`config.mk`:
```
export PLATFORM = sky130hd
export DESIGN_NAME = mips_multicycle_ctrl
export DESIGN_NICKNAME = d
export VERILOG_FILES = /design/src/rtl/mips_ctrl_pkg.sv /design/src/rtl/mips_ctrl_outdec.sv /design/src/rtl/mips_multicycle_ctrl.sv
export SDC_FILE = /design/constraint.sdc
export NUM_CORES = 1
export LEC_CHECK = 0
export BUFFER_PORTS_ARGS = -buffer_cell sky130_fd_sc_hd__buf_2
export CORE_MARGIN = 8
export CORE_UTILIZATION = 43
export DETAILED_ROUTE_END_ITERATION = 8
export PLACE_DENSITY = 0.79
export SLEW_MARGIN = 20
export SYNTH_ARGS = -nofsm -noshare
export SYNTH_HDL_FRONTEND = slang
export SYNTH_SLANG_ARGS = --single-unit
```
`constraint.sdc`:
```
create_clock -name clk -period 2 [get_ports clk]
set_clock_uncertainty 0.15 [all_clocks]
set_input_delay 0.2 -clock clk [delete_from_list [all_inputs] [get_ports clk]]
set_output_delay 0.2 -clock clk [all_outputs]
set_load 0.02 [all_outputs]
```
`src/rtl/mips_ctrl_pkg.sv`:
```
// ============================================================================
//  Module      : mips_ctrl_pkg
//  Description : Opcodes, state encodings and control-field codes shared by
//                the multicycle MIPS control FSM and the ALU decoder.
//  Revision    : 1.0 - initial release
// ============================================================================
`default_nettype none

package mips_ctrl_pkg;

    localparam logic [5:0] OP_R    = 6'b000000;
    localparam logic [5:0] OP_LW   = 6'b100011;
    localparam logic [5:0] OP_SW   = 6'b101011;
    localparam logic [5:0] OP_BEQ  = 6'b000100;
    localparam logic [5:0] OP_BNE  = 6'b000101;
    localparam logic [5:0] OP_ADDI = 6'b001000;
    localparam logic [5:0] OP_J    = 6'b000010;

    localparam logic [3:0] S_FETCH  = 4'd0;
    localparam logic [3:0] S_DECODE = 4'd1;
    localparam logic [3:0] S_MEMADR = 4'd2;
    localparam logic [3:0] S_MEMRD  = 4'd3;
    localparam logic [3:0] S_MEMWB  = 4'd4;
    localparam logic [3:0] S_MEMWR  = 4'd5;
    localparam logic [3:0] S_EXEC   = 4'd6;
    localparam logic [3:0] S_ALUWB  = 4'd7;
    localparam logic [3:0] S_BRANCH = 4'd8;
    localparam logic [3:0] S_ADDIEX = 4'd9;
    localparam logic [3:0] S_ADDIWB = 4'd10;
    localparam logic [3:0] S_JUMP   = 4'd11;

    localparam logic [1:0] ALUOP_ADD   = 2'b00;
    localparam logic [1:0] ALUOP_SUB   = 2'b01;
    localparam logic [1:0] ALUOP_FUNCT = 2'b10;

    localparam logic [1:0] SRCB_REG    = 2'b00;
    localparam logic [1:0] SRCB_FOUR   = 2'b01;
    localparam logic [1:0] SRCB_IMM    = 2'b10;
    localparam logic [1:0] SRCB_IMMSH2 = 2'b11;

    localparam logic [1:0] PCSRC_ALU    = 2'b00;
    localparam logic [1:0] PCSRC_ALUOUT = 2'b01;
    localparam logic [1:0] PCSRC_JUMP   = 2'b10;

    typedef struct packed {
        logic       iord;
        logic       mem_read;
        logic       mem_write;
        logic       ir_write;
        logic       pc_write;
        logic       beq;
        logic       bne;
        logic       reg_dst;
        logic       mem_to_reg;
        logic       reg_write;
        logic       alu_src_a;
        logic [1:0] alu_src_b;
        logic [1:0] alu_op;
        logic [1:0] pc_src;
        logic       instr_done;
    } ctrl_word_t;

    function automatic logic is_known_op(input logic [5:0] op);
        return (op == OP_R)   || (op == OP_LW)  || (op == OP_SW) ||
               (op == OP_BEQ) || (op == OP_BNE) || (op == OP_ADDI) ||
               (op == OP_J);
    endfunction

endpackage

`default_nettype wire

```
`src/rtl/mips_ctrl_outdec.sv`:
```
// ============================================================================
//  Module      : mips_ctrl_outdec
//  Description : Decodes the control FSM state into the datapath control word.
//  Revision    : 1.0 - initial release
// ============================================================================
`default_nettype none

module mips_ctrl_outdec
    import mips_ctrl_pkg::*;
(
    input  logic [3:0]  i_state,
    input  logic [5:0]  i_opcode,
    input  logic        i_mem_ready,
    output ctrl_word_t  o_ctrl
);

    always_comb begin
        o_ctrl = '0;
        case (i_state)
            S_FETCH: begin
                o_ctrl.mem_read  = 1'b1;
                o_ctrl.alu_src_b = SRCB_FOUR;
                o_ctrl.alu_op    = ALUOP_ADD;
                o_ctrl.ir_write  = i_mem_ready;
                o_ctrl.pc_write  = i_mem_ready;
            end
            S_DECODE: begin
                o_ctrl.alu_src_b  = SRCB_IMMSH2;
                o_ctrl.alu_op     = ALUOP_ADD;
                // Unrecognised opcodes retire here as a NOP
                o_ctrl.instr_done = ~is_known_op(i_opcode);
            end
            S_MEMADR: begin
                o_ctrl.alu_src_a = 1'b1;
                o_ctrl.alu_src_b = SRCB_IMM;
            end
            S_MEMRD: begin
                o_ctrl.iord     = 1'b1;
                o_ctrl.mem_read = 1'b1;
            end
            S_MEMWB: begin
                o_ctrl.reg_write  = 1'b1;
                o_ctrl.mem_to_reg = 1'b1;
                o_ctrl.instr_done = 1'b1;
            end
            S_MEMWR: begin
                o_ctrl.iord       = 1'b1;
                o_ctrl.mem_write  = 1'b1;
                o_ctrl.instr_done = i_mem_ready;
            end
            S_EXEC: begin
                o_ctrl.alu_src_a = 1'b1;
                o_ctrl.alu_src_b = SRCB_REG;
                o_ctrl.alu_op    = ALUOP_FUNCT;
            end
            S_ALUWB: begin
                o_ctrl.reg_write  = 1'b1;
                o_ctrl.reg_dst    = 1'b1;
                o_ctrl.instr_done = 1'b1;
            end
            S_BRANCH: begin
                o_ctrl.alu_src_a  = 1'b1;
                o_ctrl.alu_src_b  = SRCB_REG;
                o_ctrl.alu_op     = ALUOP_SUB;
                o_ctrl.pc_src     = PCSRC_ALUOUT;
                o_ctrl.beq        = (i_opcode == OP_BEQ);
                o_ctrl.bne        = (i_opcode == OP_BNE);
                o_ctrl.instr_done = 1'b1;
            end
            S_ADDIEX: begin
                o_ctrl.alu_src_a = 1'b1;
                o_ctrl.alu_src_b = SRCB_IMM;
                o_ctrl.alu_op    = ALUOP_ADD;
            end
            S_ADDIWB: begin
                o_ctrl.reg_write  = 1'b1;
                o_ctrl.instr_done = 1'b1;
            end
            S_JUMP: begin
                o_ctrl.pc_write   = 1'b1;
                o_ctrl.pc_src     = PCSRC_JUMP;
                o_ctrl.instr_done = 1'b1;
            end
            default: o_ctrl = '0;
        endcase
    end

endmodule

`default_nettype wire

```
`src/rtl/mips_multicycle_ctrl.sv`:
```
// ============================================================================
//  Module      : mips_multicycle_ctrl
//  Description : Main control FSM of the multicycle MIPS core; state register
//                and next-state logic, outputs decoded by mips_ctrl_outdec.
//  Revision    : 1.0 - initial release
// ============================================================================
`default_nettype none

module mips_multicycle_ctrl
    import mips_ctrl_pkg::*;
#(
    parameter int OPW = 6,
    parameter int STW = 4
) (
    input  logic           clk,
    input  logic           reset,
    input  logic [OPW-1:0] Opcode,
    input  logic           mem_ready,
    output logic           IorD,
    output logic           MemRead,
    output logic           MemWrite,
    output logic           IRWrite,
    output logic           PCWrite,
    output logic           Beq,
    output logic           Bne,
    output logic           RegDst,
    output logic           MemtoReg,
    output logic           RegWrite,
    output logic           ALUSrcA,
    output logic [1:0]     ALUSrcB,
    output logic [1:0]     ALUOp,
    output logic [1:0]     PCSrc,
    output logic [STW-1:0] state_o,
    output logic           instr_done
);

    logic [STW-1:0] r_state;
    logic [STW-1:0] w_next_state;
    ctrl_word_t     w_ctrl;

    always_comb begin
        w_next_state = S_FETCH;
        case (r_state)
            S_FETCH:  w_next_state = mem_ready ? S_DECODE : S_FETCH;
            S_DECODE: begin
                case (Opcode)
                    OP_LW, OP_SW:   w_next_state = S_MEMADR;
                    OP_R:           w_next_state = S_EXEC;
                    OP_BEQ, OP_BNE: w_next_state = S_BRANCH;
                    OP_ADDI:        w_next_state = S_ADDIEX;
                    OP_J:           w_next_state = S_JUMP;
                    default:        w_next_state = S_FETCH;
                endcase
            end
            S_MEMADR: begin
                case (Opcode)
                    OP_LW:   w_next_state = S_MEMRD;
                    OP_SW:   w_next_state = S_MEMWR;
                    default: w_next_state = S_FETCH;
                endcase
            end
            S_MEMRD:  w_next_state = mem_ready ? S_MEMWB : S_MEMRD;
            S_MEMWR:  w_next_state = mem_ready ? S_FETCH : S_MEMWR;
            S_EXEC:   w_next_state = S_ALUWB;
            S_ADDIEX: w_next_state = S_ADDIWB;
            default:  w_next_state = S_FETCH;
        endcase
    end

    always_ff @(posedge clk) begin
        if (reset) begin
            r_state <= S_FETCH;
        end else begin
            r_state <= w_next_state;
        end
    end

    mips_ctrl_outdec u_outdec (
        .i_state     (r_state),
        .i_opcode    (Opcode),
        .i_mem_ready (mem_ready),
        .o_ctrl      (w_ctrl)
    );

    assign IorD       = w_ctrl.iord;
    assign MemRead    = w_ctrl.mem_read;
    assign MemWrite   = w_ctrl.mem_write;
    // A fetch under reset must never commit the IR or PC
    assign IRWrite    = w_ctrl.ir_write & ~reset;
    assign PCWrite    = w_ctrl.pc_write & ~reset;
    assign Beq        = w_ctrl.beq;
    assign Bne        = w_ctrl.bne;
    assign RegDst     = w_ctrl.reg_dst;
    assign MemtoReg   = w_ctrl.mem_to_reg;
    assign RegWrite   = w_ctrl.reg_write;
    assign ALUSrcA    = w_ctrl.alu_src_a;
    assign ALUSrcB    = w_ctrl.alu_src_b;
    assign ALUOp      = w_ctrl.alu_op;
    assign PCSrc      = w_ctrl.pc_src;
    assign instr_done = w_ctrl.instr_done;
    assign state_o    = r_state;

endmodule

`default_nettype wire
```
Word level (Yosys, flattened, before mapping)
Index checks and enable logic that the tools add are counted.
{ "word_totals": {"word_cells": 58, "out_inout_bits": 22, "ff_bits": 4} }
{ "classes": {"n_reduce_logical": 16, "eq_ne": 17, "n_bitwise": 4, "muxes": 20} }
{ "op_table": {"columns": ["op", "n"], "rows": [
  ["case mux 4 bit (7 select lines)", 1],
  ["case mux 4 bit (5 select lines)", 1],
  ["== test 4 x 3 -> 1 bit (second input constant)", 4],
  ["== test 4 bit (second input constant)", 4],
  ["== test 6 x 3 -> 1 bit (second input constant)", 2],
  ["== test 6 bit (second input constant)", 2],
  ["OR reduction 2 bit", 5],
  ["2-to-1 mux 1 bit", 9],
  ["== test 4 x 2 -> 1 bit (second input constant)", 2],
  ["case mux 2 bit (2 select lines)", 2],
  ["== test 6 x 2 -> 1 bit (second input constant)", 1],
  ["== test 6 x 4 -> 1 bit (second input constant)", 1],
  ["zero test 6 bit", 1],
  ["logical OR 1 bit", 6],
  ["2-to-1 mux 3 bit", 2],
  ["case mux 2 bit (3 select lines)", 1],
  ["case mux 3 bit (2 select lines)", 1],
  ["OR reduction 5 bit", 1],
  ["== test 4 x 1 -> 1 bit (second input constant)", 1],
  ["zero test 4 bit", 1],
  ["OR reduction 4 bit", 1],
  ["case mux 1 bit (3 select lines)", 1],
  ["OR reduction 3 bit", 1],
  ["AND 1 bit", 2],
  ["other kinds (3)", 4]
]} }

Depth between registers and ports, before layout
{ "logic_depth": {"word_depth": 9, "mapped_depth": 6, "depth_no_buf": 4} }

Cells and area by module
A second synthesis with hierarchy kept.
{ "hier_totals": {"cells_unflattened": 85, "hier_area_um2": 599.3} }
{ "modules_own_cells": {"columns": ["mod", "area_per_inst_um2", "n_inst", "cells_each", "seq_area_each_um2"], "rows": [
  ["mips_multicycle_ctrl", 349.1, 1, 48, 80.1],
  ["mips_ctrl_outdec", 250.2, 1, 37, 0.0]
]} }

Least setup slack after synthesis
OpenSTA, ideal clock, no wires.
{ "synth_timing": {"path_kind": "flip-flop to output port", "from": "register r_state[0], in the netlist state_o[0]", "to": "output PCWrite", "t_arrival_ns": 1.952, "slack_ns": -0.302, "path_stages_with_launch": 5, "path_cell_list": "dfxtp_1 > clkbuf_1 > or2_1 > nor4b_1 > a21o_1"} }
{ "synth_via": {"elab_chain_len": 3, "word_cells_on_any_way": 4} }
{ "synth_rtl": {"columns": ["item", "line", "rtl"], "rows": [
  ["from (decl)", "mips_multicycle_ctrl.sv:37", "logic [STW-1:0] r_state;"],
  ["from (signal assigned)", "mips_multicycle_ctrl.sv:74", "r_state <= w_next_state;"],
  ["== test 4 bit or zero test 4 bit (tied branches)", "mips_ctrl_outdec.sv:19", "case (i_state)"],
  ["case mux 1 bit (2 select lines) *", "mips_ctrl_outdec.sv:19", null],
  ["AND 1 bit *", "mips_multicycle_ctrl.sv:90", "assign PCWrite = w_ctrl.pc_write & ~reset;"],
  ["to (decl)", "mips_multicycle_ctrl.sv:23", "output logic PCWrite,"]
]} }
Every way passes the cells marked *; elsewhere a longest branch is shown, timed or not.

Worst setup path after layout
{ "layout_timing": {"from": "register r_state[0], in the netlist state_o[0]", "to": "output instr_done"} }
{ "layout_via": {"elab_chain_len": 3, "word_cells_on_any_way": 9} }
{ "layout_rtl": {"columns": ["item", "line", "rtl"], "rows": [
  ["== test 4 x 3 -> 1 bit or == test 4 bit (tied branches)", "mips_ctrl_outdec.sv:19", null],
  ["OR reduction 5 bit (no source line)", null, null],
  ["case mux 1 bit (3 select lines) *", "mips_ctrl_outdec.sv:19", null],
  ["to (decl)", "mips_multicycle_ctrl.sv:34", "output logic instr_done"]
]} }
Marks and branches as above.

==> results.md <==
* Layout area overhead at 28.9%
* Initial Util at 45.1%
* Post-DP Area at 714 um2
* Share of layout cells above drive strength 1 at 38.3%
* Sequential power share at 32.1%
* First-pass iteration count of the detailed router at 4
* Maxcap violations at 0
* Syn Nets at 99
* Routed vias at 725
* Routed wire length at 1.69 mm
* Multi-input logic area at 455 um2
* H-tree levels at 1
* FF/Latch Area at 85.1 um2
* Vias per std cell at 5.58
* VDD IR-drop max at 0.229 mV
* Die area at 2780 um2
* N_diodes at 0
* Leakage dissipation at 0.000371 uW
* CP max FO at 14
* Fill cells at 130
* Final Total Pwr at 286 uW
* Post-synthesis average cell area at 6.44 um2
* Pwr dens at 383 nW/um2
* CTS buffer count at 3
* Post-route ant nets at 0
* Switching share of total power at 34.0%
* GRT overflow at 0
* CP max stage cell: dfxtp_2
* Share of total power in combinational logic at 34.4%
* Hold Buf Count CTS at 0
* Tmin final at 1880 ps
* Synth cell types at 36
* IO Pins at 31
* Status: completed
* Worst Setup SP: state_o[0]
* Commonest non-fill, non-tap cell in the layout: buf_2
* Initial antenna violation count at 0
* R2R Path Start: state_o[2]
* Setup Fix Bufs, Post-CTS at 0
* Worst slew pin tran at 548 ps
* Worst EP arrival at 1530 ps
* Bufs and invs on worst path at 1
* CP endpoint kind: primary output
* DRC errors left at 0
* Worst-path cell chain: nand2b_1, a21oi_1, a211oi_1, a41o_1, buf_2
* Final hold vios at 0
* Die Ht at 52.7 um
* Core ar. at 1280 um2
* I/O Buffers at 30
* Critical path class: reg -> out
* Worst Path Required at 1650 ps
* Psw at 97.1 uW
* Max reg flops at 4
* HP Start: reset
* First-pass GRT wire length at 2.64 mm
* DR iter-0 viols at 3
* Clock Tree Root: clkbuf_4
* Final Cycle Share at 94.2%
* Hold Path Class: in -> reg
* Most frequent cells in the layout: buf_2, nor2_1, nand2b_1
* #FFs+latches synth at 4
* Gpl congestion at 0.858
* Largest net degree at the start of global routing at 16
* Final setup viols at 0
* Synth Cell Area at 579 um2
* Tot GR Track Use at 11.8%
* Slowest cell delay on critical path at 450 ps
* Vias in the first global route at 657
* Seq/Total Area, Yosys at 13.8%
* Clk sinks at 4
* Clk slew on worst S/H paths at 40 ps
* Floorplan row count at 13
* Clk network pwr share at 33.5%
* Peak Freq at 531 MHz
* Final Max Slew Viols at 0
* CP delay by family, top: compound AO/OA/AOI/OAI gates
* Ys Warns at 0
* Fin nets at 126
* CTS max path bufs at 2
* Internal at 189 uW
* Clk_lat worst skew at 230 ps
* Startpoint type of the worst setup path: flop
* Syn Inst Count at 90
* Chip Width at 52.7 um
* DR WL/cell at 13.0 um
* Headroom to the max-slew limit at 63.1%
* RSZ-0062 raised after global routing: no
* Final instance area at 747 um2
* CTS tree: built
* DP HPWL at 1.38 mm
## final cells by class
class                   count  area share, %
well taps                  15           2.51
inverters                   4           2.01
multi-input cells          74           61.0
flip-flops and latches      4           11.4
clock buffers               3           3.02
repair buffers             30           20.1
## timing repair
action	in CTS	in global routing
resized for setup	1	5
cloned	0	0
endpoints found under the setup margin	1	4
## synthesized netlist by cell type (all sizes together)
library cell / number / share of area [%]
nor2b: 2 / 2.2
a31oi: 2 / 2.2
nor3: 3 / 2.6
nand2b: 8 / 8.6
nor4b: 1 / 1.5
clkbuf: 6 / 4.1
nor2: 15 / 9.7
xor2: 2 / 3.0
and3b: 1 / 1.5
mux2i: 1 / 1.7
a21o: 3 / 3.9
inv: 4 / 2.6
o31ai: 1 / 1.3
buf: 2 / 3.2
o21ai: 3 / 2.6
or2b: 1 / 1.3
a41o: 1 / 1.7
a21bo: 1 / 1.7
nand4: 1 / 1.1
a211oi: 1 / 1.3
and3: 2 / 2.2
a221oi: 1 / 1.5
or2: 4 / 4.3
a2111oi: 1 / 1.5
or4: 2 / 2.6
nor4: 1 / 1.1
a21oi: 6 / 5.2
nand3b: 1 / 1.3
nand2: 3 / 1.9
nand3: 3 / 2.6
dfxtp: 4 / 14
a211o: 1 / 1.5
o211ai: 2 / 2.6
## power by group through the flow
stage	combinational (uW)	clock, uW	sequential, uW
floorplan	67.4	0	89.3
finish	98.3	95.7	91.7
CTS	97.6	97.9	90.5
global route	108	109	91.9
detailed placement	97.4	0	91.5
global placement	95.3	0	91.2
## cells by family after synthesis
family / Yosys count / share of synthesized area, %
flip-flops: 4 / 13.8
AND/OR/NAND/NOR: 48 / 44.5
XOR/XNOR: 2 / 3.02
AO/OA/AOI/OAI: 23 / 27.0
buffers and inverters: 12 / 9.93
multiplexers: 1 / 1.73
## worst paths after layout
| check | to | slack (ps) | depth (start not counted) |
|---|---|---|---|
| max | instr_done | 120 | 5 |
| max reg2reg | state_o[1] | 360 | 3 |
| min reg2reg | state_o[3] | 470 | 1 |
| min | state_o[3] | 50 | 2 |
## through the flow
stage | setup slack [ps] | instances | util (%) | hold slack [ps] | TNS [ps]
6_report | 117 | 130 | 58.1 | 45.4 | 0
5_1_grt | 33.3 | 130 | 58.1 | 46.3 | 0
4_1_cts | 7.59 | 130 | 57.4 | 51.6 | 0
3_5_place_dp | 231 | 127 | 55.6 | 294 | 0
3_3_place_gp | 263 | 127 | 55.6 | 295 | 0
2_1_floorplan | -3.36 | 90 | - | 140 | -3.36
## layer usage
metal / vias up / track usage [%] / part of all wire, %
met5: - / 0 / 0
met4: 0 / 5.17 / 2.1
met2: 22 / 21.5 / 46
li1: 369 / - / -
met3: 4 / 1.42 / 4.7
met1: 330 / 13.2 / 47
No activity file was read; power rests on OpenSTA's default activity.
